<file path="src/rtl/exc_seq_if.sv">
// exc_seq_if: commit-stage / cp0 / fetch signals seen by the interrupt sequencer.
// master: the commit stage, cp0 and fetch side (drives requests, receives strobes).
// slave : the sequencer itself (receives requests, drives strobes and redirects).
`timescale 1ns/1ps
interface exc_seq_if #(
  parameter int CNT_W = 16
) ();
  logic             IntReq;
  logic             inst_valid;
  logic             is_eret;
  logic             is_mtc0;
  logic             busy;
  logic [31:0]      pc;
  logic [31:0]      epc;
  logic [31:0]      epc_pc;
  logic             EpcWr;
  logic             EXLSet;
  logic             EXLClr;
  logic             hold;
  logic             flush;
  logic             redirect;
  logic [31:0]      redirect_pc;
  logic [CNT_W-1:0] int_count;

  modport master (
    output IntReq, inst_valid, is_eret, is_mtc0, busy, pc, epc,
    input  epc_pc, EpcWr, EXLSet, EXLClr, hold, flush, redirect, redirect_pc, int_count
  );

  modport slave (
    input  IntReq, inst_valid, is_eret, is_mtc0, busy, pc, epc,
    output epc_pc, EpcWr, EXLSet, EXLClr, hold, flush, redirect, redirect_pc, int_count
  );
endinterface

</file>
<file path="src/rtl/exc_seq.sv">
// exc_seq: interrupt entry / eret sequencer between commit and cp0 (sole driver of EpcWr/EXLSet/EXLClr).
// Ports: clk, rst (sync, active-high), bus (exc_seq_if.slave: commit inputs, cp0 strobes, fetch redirect).
// Optional EXC_SEQ_CNT_EN: saturating taken-interrupt counter on int_count; otherwise int_count is 0.
`timescale 1ns/1ps
module exc_seq #(
  parameter logic [31:0] HANDLER_ADDR = 32'h0000_4180,
  parameter int          CNT_W        = 16
) (
  input  logic       clk,
  input  logic       rst,
  exc_seq_if.slave   bus
);

  localparam logic [2:0] IDLE  = 3'd0;
  localparam logic [2:0] DRAIN = 3'd1;
  localparam logic [2:0] SAVE  = 3'd2;
  localparam logic [2:0] JUMP  = 3'd3;
  localparam logic [2:0] RET   = 3'd4;

  logic [2:0]  state;
  logic [2:0]  nxt;
  logic [31:0] epc_l;
  logic        take;

  // An mtc0 may change im/ie, so it wins over IntReq; the request is
  // re-evaluated on the following cycle with the updated cp0 state.
  always_comb begin
    take = 1'b0;
    nxt  = state;
    case (state)
      IDLE: begin
        if (bus.inst_valid && bus.is_mtc0) begin
          nxt = IDLE;
        end else if (bus.IntReq) begin
          take = 1'b1;
          nxt  = bus.busy ? DRAIN : SAVE;
        end else if (bus.inst_valid && bus.is_eret) begin
          nxt = RET;
        end
      end
      // IntReq is deliberately not looked at: an accepted interrupt is always taken.
      DRAIN:   nxt = bus.busy ? DRAIN : SAVE;
      SAVE:    nxt = JUMP;
      JUMP:    nxt = IDLE;
      RET:     nxt = IDLE;
      default: nxt = IDLE;
    endcase
  end

  always_ff @(posedge clk) begin
    if (rst) begin
      state <= IDLE;
      epc_l <= '0;
    end else begin
      state <= nxt;
      // The commit-stage instruction is squashed, so EPC points at it.
      if (take) epc_l <= bus.pc;
    end
  end

  // Moore outputs decoded from the state register.
  always_comb begin
    bus.hold        = 1'b0;
    bus.flush       = 1'b0;
    bus.EpcWr       = 1'b0;
    bus.EXLSet      = 1'b0;
    bus.EXLClr      = 1'b0;
    bus.redirect    = 1'b0;
    bus.redirect_pc = 32'h0;
    bus.epc_pc      = epc_l;
    case (state)
      DRAIN: bus.hold = 1'b1;
      SAVE: begin
        bus.hold   = 1'b1;
        bus.flush  = 1'b1;
        bus.EpcWr  = 1'b1;
        bus.EXLSet = 1'b1;
      end
      JUMP: begin
        bus.hold        = 1'b1;
        bus.flush       = 1'b1;
        bus.redirect    = 1'b1;
        bus.redirect_pc = HANDLER_ADDR;
      end
      RET: begin
        bus.hold        = 1'b1;
        bus.flush       = 1'b1;
        bus.EXLClr      = 1'b1;
        bus.redirect    = 1'b1;
        bus.redirect_pc = {bus.epc[31:2], 2'b00};
      end
      default: ;
    endcase
  end

  // EPC low bits are dropped: the return target is always word aligned.
  logic unused_epc_lsb;
  assign unused_epc_lsb = &{1'b0, bus.epc[1:0]};

`ifdef EXC_SEQ_CNT_EN
  logic [CNT_W-1:0] cnt_q;

  // Saturates instead of wrapping so a long run never reads back as few interrupts.
  always_ff @(posedge clk) begin
    if (rst) begin
      cnt_q <= '0;
    end else if (state == SAVE && cnt_q != {CNT_W{1'b1}}) begin
      cnt_q <= cnt_q + 1'b1;
    end
  end

  assign bus.int_count = cnt_q;
`else
  assign bus.int_count = {CNT_W{1'b0}};
`endif

endmodule

</file>
<file path="src/flat_wrapper.sv">
// flat-port wrapper written by rule: the top's interface ports become plain ports
module exc_seq_flat 
#(
  parameter logic [31:0] HANDLER_ADDR = 32'h0000_4180,
  parameter int          CNT_W        = 16
)
  (clk, rst, bus_IntReq, bus_inst_valid, bus_is_eret, bus_is_mtc0, bus_busy, bus_pc, bus_epc, bus_epc_pc, bus_EpcWr, bus_EXLSet, bus_EXLClr, bus_hold, bus_flush, bus_redirect, bus_redirect_pc, bus_int_count);
  exc_seq_if #(.CNT_W(CNT_W)) bus_i ();
  input  logic clk;
  input  logic rst;
  input wire logic [$bits(bus_i.IntReq)-1:0] bus_IntReq;
  input wire logic [$bits(bus_i.inst_valid)-1:0] bus_inst_valid;
  input wire logic [$bits(bus_i.is_eret)-1:0] bus_is_eret;
  input wire logic [$bits(bus_i.is_mtc0)-1:0] bus_is_mtc0;
  input wire logic [$bits(bus_i.busy)-1:0] bus_busy;
  input wire logic [$bits(bus_i.pc)-1:0] bus_pc;
  input wire logic [$bits(bus_i.epc)-1:0] bus_epc;
  output wire logic [$bits(bus_i.epc_pc)-1:0] bus_epc_pc;
  output wire logic [$bits(bus_i.EpcWr)-1:0] bus_EpcWr;
  output wire logic [$bits(bus_i.EXLSet)-1:0] bus_EXLSet;
  output wire logic [$bits(bus_i.EXLClr)-1:0] bus_EXLClr;
  output wire logic [$bits(bus_i.hold)-1:0] bus_hold;
  output wire logic [$bits(bus_i.flush)-1:0] bus_flush;
  output wire logic [$bits(bus_i.redirect)-1:0] bus_redirect;
  output wire logic [$bits(bus_i.redirect_pc)-1:0] bus_redirect_pc;
  output wire logic [$bits(bus_i.int_count)-1:0] bus_int_count;
  assign bus_i.IntReq = bus_IntReq;
  assign bus_i.inst_valid = bus_inst_valid;
  assign bus_i.is_eret = bus_is_eret;
  assign bus_i.is_mtc0 = bus_is_mtc0;
  assign bus_i.busy = bus_busy;
  assign bus_i.pc = bus_pc;
  assign bus_i.epc = bus_epc;
  assign bus_epc_pc = bus_i.epc_pc;
  assign bus_EpcWr = bus_i.EpcWr;
  assign bus_EXLSet = bus_i.EXLSet;
  assign bus_EXLClr = bus_i.EXLClr;
  assign bus_hold = bus_i.hold;
  assign bus_flush = bus_i.flush;
  assign bus_redirect = bus_i.redirect;
  assign bus_redirect_pc = bus_i.redirect_pc;
  assign bus_int_count = bus_i.int_count;
  exc_seq #(.HANDLER_ADDR(HANDLER_ADDR), .CNT_W(CNT_W)) u_core (.clk(clk), .rst(rst), .bus(bus_i));
endmodule
</file>
<file path="config.mk">
export PLATFORM = sky130hd
export DESIGN_NAME = exc_seq_flat
export DESIGN_NICKNAME = d
export VERILOG_FILES = /design/src/rtl/exc_seq_if.sv /design/src/rtl/exc_seq.sv /design/src/flat_wrapper.sv
export SDC_FILE = /design/constraint.sdc
export NUM_CORES = 1
export LEC_CHECK = 0
export ABC_CLOCK_PERIOD_IN_PS = 4300
export CAP_MARGIN = 10
export CORE_MARGIN = 5
export CORE_UTILIZATION = 25
export DETAILED_ROUTE_END_ITERATION = 7
export GPL_ROUTABILITY_DRIVEN = 0
export HOLD_SLACK_MARGIN = 0.12
export PLACE_DENSITY = 0.68
export SLEW_MARGIN = 20
export SYNTH_ARGS = -nofsm -noshare
export SYNTH_HDL_FRONTEND = slang
export SYNTH_SLANG_ARGS = --single-unit
</file>
<file path="constraint.sdc">
create_clock -name clk -period 4.3 [get_ports clk]
set_clock_uncertainty 0.2 [all_clocks]
set_input_delay 0.645 -clock clk [delete_from_list [all_inputs] [get_ports clk]]
set_output_delay 0.645 -clock clk [all_outputs]
set_load 0.005 [all_outputs]
</file>
==> impl_metrics.env, run 1 <==
export IMPL_num_rows=32
export IMPL_power_density_nw_per_um2=246.4
export IMPL_io_buffers=136
export IMPL_cp_num_cells=4
export IMPL_hp_class="register to register"
export IMPL_start_util_pct=25.89
export IMPL_via_per_inst=4.074
export IMPL_die_w_um=99.68
export IMPL_grt_pass1_wl_um=9204
export IMPL_n_antenna_cell=0
export IMPL_dieHeight_um=99.68
export IMPL_synthCells=220
export IMPL_yosysUniqueCellTypes=24
export IMPL_antenna_left=0
export IMPL_syn_area_per_cell_um2=9.139
export IMPL_leakage_nw=1.406
export IMPL_cp_top_family="simple AND/OR/NAND/NOR gates"
export IMPL_grt_max_degree=67
export IMPL_overflow=0
export IMPL_crit_type="register to output pin"
export IMPL_setup_viol=0
export IMPL_worst_setup_path_end_kind="output pin"
export IMPL_crit_path_cell_trace="nor2_2 -> and2_1 -> or3_1 -> clkdlybuf4s50_1"
export IMPL_cpPeakStageDelay_ns=0.72
export IMPL_startpoint_type="register"
export IMPL_reg2regPathDepth=3
export IMPL_ys_seq_elements=35
export IMPL_insertion_delay_ns=0.28
export IMPL_worstMarginPinSlew_ns=0.9890
export IMPL_hpwl_um=4648
export IMPL_netlist_area_um2=2011
export IMPL_clkSlewWorstSetupHoldPaths_ns=0.07
export IMPL_dieArea_um2=9936
export IMPL_crit_slowest_cell="nor2_2"
export IMPL_post_cts_resized=0
export IMPL_synth_edf_count=0
export IMPL_drt_iter0_drc=70
export IMPL_htree_levels=2
export IMPL_hold_viol_final=0
export IMPL_firstDrtPassIters=4
export IMPL_vias=1821
export IMPL_area_growth_pct=68.95
export IMPL_outcome="complete, no violations"
export IMPL_tns_ns=0
export IMPL_nFillCells=773
export IMPL_relSlewSlack_pct=34.06
export IMPL_worstHoldPathCells=2
export IMPL_numCtsBuffers=5
export IMPL_area_sequential_um2=700.7
export IMPL_seq_area_frac_synth_pct=34.85
export IMPL_wl_per_cell_um=13.55
export IMPL_cts_setup_buffers=0
export IMPL_critPathMaxFanout=30
export IMPL_peakVddDrop_uv=111.2
export IMPL_drive_gt1_share_pct=3.478
export IMPL_drv_cap=0
export IMPL_fin_crit_ns=3.156
export IMPL_antenna_found_initial=0
export IMPL_io_pins=157
export IMPL_cts_tree="built"
export IMPL_crit_required_ns=3.45
export IMPL_synth_flop_cell="dfxtp_1"
export IMPL_yosysWarningCount=0
export IMPL_drc=0
export IMPL_cts_buffer_depth=2
export IMPL_grt_pass1_vias=1843
export IMPL_numClockSinks=35
export IMPL_root_buffer="clkbuf_8"
export IMPL_max_freq_ghz=0.3168
export IMPL_finalPower_uw=837.0
export IMPL_critPathBufInv=1
export IMPL_rsz0062_at_grt="false"
export IMPL_cp_arrival_ns=2.31
export IMPL_grt_usage_pct=11.53
export IMPL_period_share_pct=73.41
export IMPL_drv_slew=0
export IMPL_multiInputGateArea_um2=1100
export IMPL_coreArea_um2=7767
export IMPL_nNetsFinal=415
export IMPL_cts_hold_buffers=0
export IMPL_ys_async_sr_fraction_pct=0
export IMPL_finalWirelength_um=6058
## placed cells by master, fill, tap and decap left out, types with 2 or more instances in the layout
| master | instances |
|---|---|
| nand2_1 | 3 |
| nor2_1 | 5 |
| dfxtp_1 | 35 |
| a21o_1 | 3 |
| clkdlybuf4s50_1 | 136 |
| conb_1 | 18 |
| mux2i_1 | 32 |
| clkbuf_8 | 7 |
| nand2b_1 | 64 |
| and3_1 | 27 |
| nor3_1 | 2 |
## where the power goes
group / internal, mW / switching (mW)
Combinational: 0.140 / 0.0731
Clock: 0.146 / 0.115
Sequential: 0.348 / 0.0142
## Yosys cell counts, types with 2 or more instances
| cell type | instances | share of area, % |
|---|---|---|
| a21o_1 | 3 | 1.1 |
| mux2i_1 | 32 | 16 |
| buf_6 | 2 | 1.1 |
| nor3_1 | 2 | 0.50 |
| nand2b_1 | 64 | 20 |
| buf_12 | 3 | 3.0 |
| dfxtp_1 | 35 | 35 |
| clkbuf_1 | 12 | 2.2 |
| and3_1 | 28 | 8.7 |
| buf_4 | 19 | 7.1 |
| nor2_1 | 5 | 0.93 |
| nand2_1 | 3 | 0.56 |
## worst paths after layout
path	startpoint	end	slack (ns)
max	u_core.state[0]	bus_flush	1.14
min	u_core.bus.epc_pc[17]	u_core.bus.epc_pc[17]	0.27
max reg2reg	u_core.state[2]	u_core.bus.epc_pc[30]	1.93
min reg2reg	u_core.bus.epc_pc[17]	u_core.bus.epc_pc[17]	0.27
## cells by family after synthesis
group,synth area share [%]
mux,15.93
flops,34.85
compound gates,1.494
xor+xnor,0.4357
other cells,0.1865
simple gates,33.42
buf+inv,13.69
## state kept, by name, indices dropped and copies added (netlist names)
register and flops:
u_core.bus.epc_pc 32, u_core.state 3
## layout make-up
cell class                 count  share of cell area, %
timing repair buffer         137                  40.29
multi-input combinational    165                  32.38
sequential                    35                  20.63
tap                          102                  3.757
clock buffer                   8                  2.947
## per-stage QoR
step	area, um^2	instances	hold WS, ns	setup slack, ns	utilization (%)
after global routing	3397	447	0.2953	0.9628	43.73
after global placement	3297	439	0.2584	1.481	42.45
after detailed placement	3297	439	0.2606	1.456	42.45
after floorplan	2074	237	0.2650	2.370	-
final	3397	447	0.2723	1.144	43.73
after CTS	3397	447	0.2775	1.137	43.73
## routing by layer
layer	vias up	GRT usage, %	share of wire (%)
met5	-	0	0
met4	0	4.622	1.7
met3	12	3.156	5.1
met2	53	20.63	54
met1	832	12.81	39
li1	924	-	-
## worst register-to-register path: cells and delay by family, from the launching register on
kind / cells / cell delay [ns]
AND/OR/NAND/NOR: 2 / 1.20
multiplexers: 1 / 0.29
flip-flops: 1 / 0.60
Power figures use the tool's default switching activity.
==> run 2: changes to the inputs <==
--- a/config.mk
+++ b/config.mk
@@ -5,7 +5,7 @@
 export SDC_FILE = /design/constraint.sdc
 export NUM_CORES = 1
 export LEC_CHECK = 0
-export ABC_CLOCK_PERIOD_IN_PS = 4300
+export ABC_CLOCK_PERIOD_IN_PS = 3200
 export CAP_MARGIN = 10
 export CORE_MARGIN = 5
 export CORE_UTILIZATION = 25
==> constraint.sdc (replaced) <==
create_clock -name clk -period 3.2 [get_ports clk]
set_clock_uncertainty 0.2 [all_clocks]
set_input_delay 0.48 -clock clk [delete_from_list [all_inputs] [get_ports clk]]
set_output_delay 0.48 -clock clk [all_outputs]
set_load 0.005 [all_outputs]
==> run 2 against run 1 <==
Combinational power is 38% higher. Sequential power rose by 34%. Register-to-register slack got worse by 0.85 ns. Setup slack got worse by 0.44 ns. Sequential share of layout area fell by 0.16 points. Count of clock-buffer cells in the layout down 3. Die area stayed put. First-iteration DRC count down 10%. Global-route usage rose by 0.31 points. Critical path type unchanged. Critical endpoint unchanged. Largest cell class unchanged.
==> impl_metrics.env, run 2 (same netlist as run 1, synthesis figures left out) <==
export IMPL_dieHeight_um=99.68
export IMPL_cts_tree="built"
export IMPL_cpPeakStageDelay_ns=0.46
export IMPL_crit_required_ns=2.52
export IMPL_crit_path_cell_trace="nor2_2 -> and2_1 -> or3_1 -> clkdlybuf4s50_1"
export IMPL_tns_ns=0
export IMPL_grt_pass1_wl_um=9501
export IMPL_peakVddDrop_uv=152.6
export IMPL_htree_levels=2
export IMPL_post_cts_resized=0
export IMPL_leakage_nw=1.427
export IMPL_mostFrequentLayoutCell="clkdlybuf4s50_1"
export IMPL_pre_cts_ws_ns=0.8497
export IMPL_fin_crit_ns=2.498
export IMPL_finalWirelength_um=6099
export IMPL_hold_viol_final=0
export IMPL_antenna_left=0
export IMPL_layout_common_cells="136 x clkdlybuf4s50_1, 64 x nand2b_1, 35 x dfxtp_1"
export IMPL_setup_viol=0
export IMPL_overflow=0
export IMPL_hp_class="register to register"
export IMPL_nNetsFinal=419
export IMPL_place_inst=443
export IMPL_startpoint_type="register"
export IMPL_area_growth_pct=70.26
export IMPL_nFillCells=753
export IMPL_setup_ws_ns=0.7018
export IMPL_critPathBufInv=1
export IMPL_drv_slew=0
export IMPL_cts_hold_buffers=0
export IMPL_outcome="complete, no violations"
export IMPL_num_rows=32
export IMPL_critPathMaxFanout=6
export IMPL_drt_iter0_drc=63
export IMPL_numClockSinks=35
export IMPL_rsz0062_at_grt="false"
export IMPL_power_density_nw_per_um2=318.7
export IMPL_firstDrtPassIters=4
export IMPL_worst_setup_path_end_kind="output pin"
export IMPL_io_pins=157
export IMPL_dieArea_um2=9936
export IMPL_numCtsBuffers=5
export IMPL_clkSlewWorstSetupHoldPaths_ns=0.07
export IMPL_n_antenna_cell=0
export IMPL_fin_cells=451
export IMPL_die_w_um=99.68
export IMPL_hpwl_um=4671
export IMPL_coreArea_um2=7767
export IMPL_cp_arrival_ns=1.82
export IMPL_cts_setup_buffers=0
export IMPL_wl_per_cell_um=13.52
export IMPL_grt_pass1_vias=1825
export IMPL_via_per_inst=4.022
export IMPL_io_buffers=136
export IMPL_antenna_found_initial=0
export IMPL_crit_type="register to output pin"
export IMPL_crit_slowest_cell="clkdlybuf4s50_1"
export IMPL_grt_max_degree=67
export IMPL_start_util_pct=25.89
export IMPL_cts_buffer_depth=2
export IMPL_drc=0
export IMPL_grt_usage_pct=11.83
export IMPL_vias=1814
export IMPL_drive_gt1_share_pct=4.871
export IMPL_cp_top_family="simple AND/OR/NAND/NOR gates"
export IMPL_period_share_pct=78.07
export IMPL_largest_reg_flops=32
export IMPL_hold_slack_ns=0.2723
export IMPL_max_freq_ghz=0.4003
export IMPL_drv_cap=0
export IMPL_insertion_delay_ns=0.27
export IMPL_root_buffer="clkbuf_8"
[run 2: changes by cell type in the layout (fill, tap and decap cells not counted), sizes merged]
| cell | delta |
|---|---|
| buf | +4 |
| clkinv | +3 |
| clkbuf | -3 |
[run 2: per-layer routing]
metal | vias to the layer above | global-route usage [%] | share of wire (%)
met3 | 7 | 2.805 | 3.8
met2 | 49 | 20.83 | 54
li1 | 934 | - | -
met1 | 824 | 14.13 | 41
met4 | 0 | 3.676 | 1.4
met5 | - | 0 | 0
[run 2: final cells by class]
| class | count | area (um^2) | area share [%] |
|---|---|---|---|
| repair buffers | 141 | 1411 | 41.23 |
| clock inverters | 3 | 15.01 | 0.4386 |
| clock buffers | 5 | 68.82 | 2.010 |
| multi-input cells | 165 | 1100 | 32.13 |
| flip-flops and latches | 35 | 700.7 | 20.47 |
| well taps | 102 | 127.6 | 3.728 |
[run 2: worst min-delay path, stage by stage (launching register included)]
cell,delay (ns)
dfxtp_1,0.31
nand2b_1,0.06
mux2i_1,0.06
[run 2: path summary, 6_finish.rpt]
kind / from / endpoint / slack [ns] / cells past startpoint
setup / recovery: u_core.state[1] / bus_flush / 0.70 / 4
hold / removal: u_core.bus.epc_pc[30] / u_core.bus.epc_pc[30] / 0.27 / 2
setup reg to reg: u_core.state[2] / u_core.bus.epc_pc[25] / 1.08 / 5
hold reg to reg: u_core.bus.epc_pc[30] / u_core.bus.epc_pc[30] / 0.27 / 2
[run 2: stage by stage]
stage                     total power [mW]  instance area [um^2]  utilization, %
final                                1.091                  3423           44.07
after global routing                 1.160                  3423           44.07
after CTS                            1.112                  3423           44.07
after detailed placement            0.7923                  3339           42.99
after global placement              0.7890                  3339           42.99
after floorplan                     0.6410                  2074               -
[run 2: power breakdown]
| part | internal, mW | leakage (nW) | total, mW | switching [mW] |
|---|---|---|---|---|
| sequential | 0.467 | 0.287 | 0.485 | 0.0181 |
| combinational | 0.194 | 1.09 | 0.295 | 0.101 |
| clock | 0.149 | 0.0477 | 0.311 | 0.162 |
| total | 0.810 | 1.43 | 1.09 | 0.281 |
